## src/rtl/mem_wb_skid_pkg.sv

```systemverilog
// mem_wb_skid_pkg: shared levels, reset constants and payload width; MEM_WB_HILO_EN adds the HI/LO channel.
package mem_wb_skid_pkg;
  localparam logic FLUSH = 1'b1;
  localparam logic WRITE_DISABLE = 1'b0;
  localparam int DEF_DATA_W = 32;
  localparam int DEF_ADDR_W = 5;
  localparam logic [DEF_ADDR_W-1:0] NOP_REG_ADDR = '0;
  localparam logic [DEF_DATA_W-1:0] ZERO_WORD = '0;
`ifdef MEM_WB_HILO_EN
  localparam bit HILO_EN = 1'b1;
`else
  localparam bit HILO_EN = 1'b0;
`endif
  function automatic int payload_w(input int data_w, input int addr_w);
    return 2 * (1 + addr_w + data_w) + (HILO_EN ? 1 + 2 * data_w : 0);
  endfunction
endpackage

```

## src/rtl/mem_wb_skid_slot.sv

```systemverilog
// mem_wb_skid_slot: one valid bit plus packed payload with load, clear and async reset.
module mem_wb_skid_slot #(
  parameter int W = 8,
  parameter logic [W-1:0] CLR_VAL = '0
) (
  input  logic         clk,
  input  logic         rst_n,
  input  logic         clr,
  input  logic         ld,
  input  logic [W-1:0] d,
  output logic         valid,
  output logic [W-1:0] q
);
  logic         valid_d, valid_q;
  logic [W-1:0] pl_d, pl_q;
  always_comb begin
    valid_d = clr ? 1'b0 : ld ? 1'b1 : valid_q;
    pl_d    = clr ? CLR_VAL : ld ? d : pl_q;
  end
  always_ff @(posedge clk or negedge rst_n) begin
    if (!rst_n) begin
      valid_q <= 1'b0;
      pl_q    <= CLR_VAL;
    end else begin
      valid_q <= valid_d;
      pl_q    <= pl_d;
    end
  end
  assign valid = valid_q;
  assign q     = pl_q;
endmodule

```

## src/rtl/mem_wb_skid.sv

```systemverilog
// mem_wb_skid: MEM/WB valid/ready stage with 2-entry skid buffer; MEM_WB_HILO_EN adds the HI/LO channel.
module mem_wb_skid
  import mem_wb_skid_pkg::*;
#(
  parameter int DATA_W = DEF_DATA_W,
  parameter int ADDR_W = DEF_ADDR_W
) (
  input  logic              clk,
  input  logic              rst_n,
  input  logic              flush,
  input  logic              in_valid,
  output logic              in_ready,
  input  logic              in_w_reg,
  input  logic [ADDR_W-1:0] in_w_dest,
  input  logic [DATA_W-1:0] in_data,
  input  logic              in_cp0_we,
  input  logic [ADDR_W-1:0] in_cp0_w_addr,
  input  logic [DATA_W-1:0] in_cp0_w_data,
`ifdef MEM_WB_HILO_EN
  input  logic              in_hilo_we,
  input  logic [DATA_W-1:0] in_hi,
  input  logic [DATA_W-1:0] in_lo,
  output logic              out_hilo_we,
  output logic [DATA_W-1:0] out_hi,
  output logic [DATA_W-1:0] out_lo,
`endif
  output logic              out_valid,
  input  logic              out_ready,
  output logic              out_w_reg,
  output logic [ADDR_W-1:0] out_w_dest,
  output logic [DATA_W-1:0] out_data,
  output logic              out_cp0_we,
  output logic [ADDR_W-1:0] out_cp0_w_addr,
  output logic [DATA_W-1:0] out_cp0_w_data,
  output logic [1:0]        occupancy
);
  localparam int PL_W = payload_w(DATA_W, ADDR_W);
  localparam logic [PL_W-1:0] ZERO_PL = {
    WRITE_DISABLE, ADDR_W'(NOP_REG_ADDR), DATA_W'(ZERO_WORD),
    WRITE_DISABLE, ADDR_W'(NOP_REG_ADDR), DATA_W'(ZERO_WORD)
`ifdef MEM_WB_HILO_EN
    , WRITE_DISABLE, DATA_W'(ZERO_WORD), DATA_W'(ZERO_WORD)
`endif
  };
  logic [PL_W-1:0] in_pl, m_pl, s_pl, m_d;
  logic m_valid, s_valid, m_ld, m_clr, s_ld, s_clr;
  logic accept, drain, do_flush, m_w_reg, m_cp0_we;
  assign in_pl = {
    in_w_reg, in_w_dest, in_data, in_cp0_we, in_cp0_w_addr, in_cp0_w_data
`ifdef MEM_WB_HILO_EN
    , in_hilo_we, in_hi, in_lo
`endif
  };
  // in_ready comes straight from the S flop, so MEM never sees a combinational path from WB
  assign in_ready = !s_valid;
  always_comb begin
    accept   = in_valid & in_ready;
    drain    = m_valid & out_ready;
    do_flush = flush == FLUSH;
    m_ld     = (!m_valid & accept) | (drain & (s_valid | accept));
    m_clr    = do_flush | (drain & !s_valid & !accept);
    m_d      = s_valid ? s_pl : in_pl;
    s_ld     = m_valid & !drain & accept;
    s_clr    = do_flush | (drain & s_valid);
  end
  mem_wb_skid_slot #(.W(PL_W), .CLR_VAL(ZERO_PL)) u_m (
    .clk(clk), .rst_n(rst_n), .clr(m_clr), .ld(m_ld), .d(m_d), .valid(m_valid), .q(m_pl)
  );
  mem_wb_skid_slot #(.W(PL_W), .CLR_VAL(ZERO_PL)) u_s (
    .clk(clk), .rst_n(rst_n), .clr(s_clr), .ld(s_ld), .d(in_pl), .valid(s_valid), .q(s_pl)
  );
`ifdef MEM_WB_HILO_EN
  logic m_hilo_we;
  assign {m_w_reg, out_w_dest, out_data, m_cp0_we, out_cp0_w_addr, out_cp0_w_data,
          m_hilo_we, out_hi, out_lo} = m_pl;
  assign out_hilo_we = m_valid ? m_hilo_we : WRITE_DISABLE;
`else
  assign {m_w_reg, out_w_dest, out_data, m_cp0_we, out_cp0_w_addr, out_cp0_w_data} = m_pl;
`endif
  assign out_valid  = m_valid;
  assign out_w_reg  = m_valid ? m_w_reg : WRITE_DISABLE;
  assign out_cp0_we = m_valid ? m_cp0_we : WRITE_DISABLE;
  assign occupancy  = {1'b0, m_valid} + {1'b0, s_valid};
endmodule

```

## config.mk

```make
export PLATFORM = sky130hd
export DESIGN_NAME = mem_wb_skid
export DESIGN_NICKNAME = d
export VERILOG_FILES = /design/src/rtl/mem_wb_skid_pkg.sv /design/src/rtl/mem_wb_skid_slot.sv /design/src/rtl/mem_wb_skid.sv
export SDC_FILE = /design/constraint.sdc
export NUM_CORES = 1
export LEC_CHECK = 0
export BUFFER_PORTS_ARGS = -buffer_cell sky130_fd_sc_hd__buf_2
export CAP_MARGIN = 5
export CORE_MARGIN = 2
export CORE_UTILIZATION = 50
export DETAILED_ROUTE_END_ITERATION = 6
export PLACE_DENSITY = 0.75
export SLEW_MARGIN = 20
export SYNTH_ARGS = -nofsm -noshare
export SYNTH_HDL_FRONTEND = slang
export SYNTH_SLANG_ARGS = --single-unit
```

## constraint.sdc

```tcl
create_clock -name clk -period 4.9 [get_ports clk]
set_input_delay 1.225 -clock clk [delete_from_list [all_inputs] [get_ports clk]]
set_output_delay 1.225 -clock clk [all_outputs]
set_load 0.05 [all_outputs]
```

==> flow_summary.ini <==
[outcome]
status = finished, final reports clean

[setup_path]
path_class = register to output pin
r2r_slack_ns = 2.15
timing.critical_path.fanout_max = 50
end_kind = output pin
wp_data_arrival_ns = 1.99
critPathRequiredTime_ns = 3.67
startpoint_type = register

[worst_hold_path]
hold_path.class = register to register

[timing]
fmax_ghz = 0.3108
min_period_ns = 3.217
timing_hold_violations_final = 0
max_slew_margin_pct = 38.18
rsz0062_at_grt = false
worst_slew_pin_slew_ns = 0.9273
post-route-period-util_pct = 65.65
setup_viol_count_final = 0
worst_clock_skew_ns = 0.005549
drv_slew = 0
setup_total_negative_slack_ns = 0

[power]
netSwitchingFraction_pct = 26.71
share_clk_of_total_power_pct = 43.2
irDropWorstVdd_mv = 0.2178
internal_power_uw = 2373
power_density_mw_per_mm2 = 414.1
sequentialPowerShare_pct = 42.7
power.net_switching_uw = 864.5
pwr-share-comb_pct = 14.1
leakagePower_uw = 0.003776

[routing]
detail_route.wl_per_cell_um = 19.08
first_iter_violations = 291
number_of_iterations_in_the_first_detailed_routing_pass = 4
totalWireLength_mm = 14.77
ant_nets = 0
num_vias = 4471
route.detailed.drc = 0
post_drt_via_cell_ratio = 5.776

[finish]
final_area_mm2 = 0.007818
mostFrequentLayoutCell = buf_2
nFillCells = 1094
final_nets = 668
commonest_cells_after_routing_fill_and_taps_aside = buf_2 (159), dfrtp_1 (153), mux2i_1 (76), o2bb2ai_1 (76), a22o_1 (76)
instances_no_fill = 774
multi_input_combinational_cell_area_mm2 = 0.002226
antenna_cells = 0
flow.area_growth_from_synthesis_pct = 14.62
ff_latch_area_mm2 = 0.003857
layout-drive-gt1-share_pct = 33.44

[grt]
grt_overflow_total = 0
grt_max_degree = 118
grt_first_pass_wirelength_mm = 24.01
grt_antenna_before_repair = 0
grt_pass1_vias = 4559
groute.usage.overall_pct = 21.02

[synthesis]
yosysWarningCount = 0
async_set_or_reset_register_ratio_after_synthesis_pct = 100.0
netlist-cell-type-count = 20
post_synth_instance_area_mm2 = 0.006820
synth-seq-cells = 154
synth.avg_cell_area_um2 = 13.24
synth_edf_count = 0
synth.yosys.seq_area_share_pct = 56.50
synthesis.nets = 597
synthCells = 515
synth_flop_cell = dfrtp_1

[floorplanning]
floorplan.die_area_mm2 = 0.01459
area_of_the_core_mm2 = 0.01330
die-width_um = 120.8
starting_utilization_of_the_core_area_pct = 51.30
io-pin-count = 161
core.rowCount = 42
dieHeight_um = 120.8

[placement]
port-buffer-count = 160
detailed_place.area_mm2 = 0.007191
dpl.cell_count = 743
place.gp.congestion = 0.7415
dpl.hpwl_mm = 9.005

[clocking]
cts.hold.buffers_added = 0
cts_buffer_depth = 2
clk_root_buf = clkbuf_16
tritoncts = built
cts_repair_resize_count = 0
cts_buffers = 17
postCtsSetupBuffers = 0
cts_num_sinks = 154
worst_setup_hold_path_clk_slew_ns = 0.06
h-tree-depth = 4
clk-insertion-delay-late_ns = 0.42

[job]
max-cap-violations = 0
critical path, stage by stage (launching register included):
cell	delay, ns
dfrtp_4	0.97
ha_1	0.37
buf_2	0.22
cell type report:
class                           instances  area share (%)
Clock buffer                           22           5.810
Clock inverter                          9           2.177
Inverter                                2         0.09603
Multi-Input combinational cell        243           28.47
Sequential cell                       154           49.34
Tap cell                              176           2.817
Timing Repair Buffer                  168           11.28
power by group through the flow:
stage	combinational, uW	clock (uW)	sequential, uW
2_1_floorplan	388	0	1380
3_3_place_gp	449	0	1400
3_5_place_dp	458	0	1400
4_1_cts	460	1430	1380
5_1_grt	485	1480	1390
6_report	455	1400	1380
synth_stat cells, types with 2 or more instances:
cell       number  area, um2
o2bb2ai_1      76      665.6
and2_1          2      12.51
a21oi_1         3      15.01
buf_1           4      15.01
buf_4          79      593.1
buf_2          18      90.09
inv_1           2      7.510
dfrtp_1       154       3854
a22o_1         76      665.6
clkbuf_1       15      56.30
nor2b_1         2      12.51
mux2i_1        76      760.7
state kept, by name, summed over array words and instances, names as in the netlist:
signal     cells
u_s.q         76
u_s.valid      1
u_m.q         76
u_m.valid      1
kinds of logic (layout without fill, tap and decap cells):
kind of cell / count (synthesis) / in the layout / share of synthesized area [%]
buf+inv: 118 / 201 / 11.17
simple gates: 7 / 7 / 0.6970
fa+ha+maj: 1 / 1 / 0.1834
mux: 76 / 76 / 11.15
compound gates: 159 / 159 / 20.29
flops: 154 / 154 / 56.50
final timing paths:
kind                           start      endpoint  depth (start not counted)
max in group asynchronous      rst_n     u_s.q[46]                          2
hold reg to reg            u_m.q[47]     u_m.q[47]                          1
setup reg to reg           u_s.valid     u_m.q[25]                          4
hold / removal             u_m.q[47]     u_m.q[47]                          1
min in group asynchronous      rst_n     u_m.q[29]                          1
setup / recovery           u_s.valid  occupancy[0]                          2
through the flow:
step           setup slack [ns]  utilization, %  hold slack [ns]  total power (uW)
4_1_cts                   1.636           58.78           0.4864              3270
3_3_place_gp              1.894           54.08           0.4650              1850
3_5_place_dp              1.834           54.08           0.4681              1860
6_report                  1.683           58.80           0.4818              3237
5_1_grt                   1.586           58.80           0.4945              3354
2_1_floorplan             2.345               -           0.4481              1771
routing by layer:
layer / part of all wire (%) / vias up / global-route usage, %
met4: 1.7 / 0 / 7.413
met5: 0 / - / 0
met3: 7.6 / 21 / 6.274
met2: 45 / 152 / 30.40
li1: - / 1993 / -
met1: 45 / 2305 / 30.16
Power figures use the tool's default switching activity.
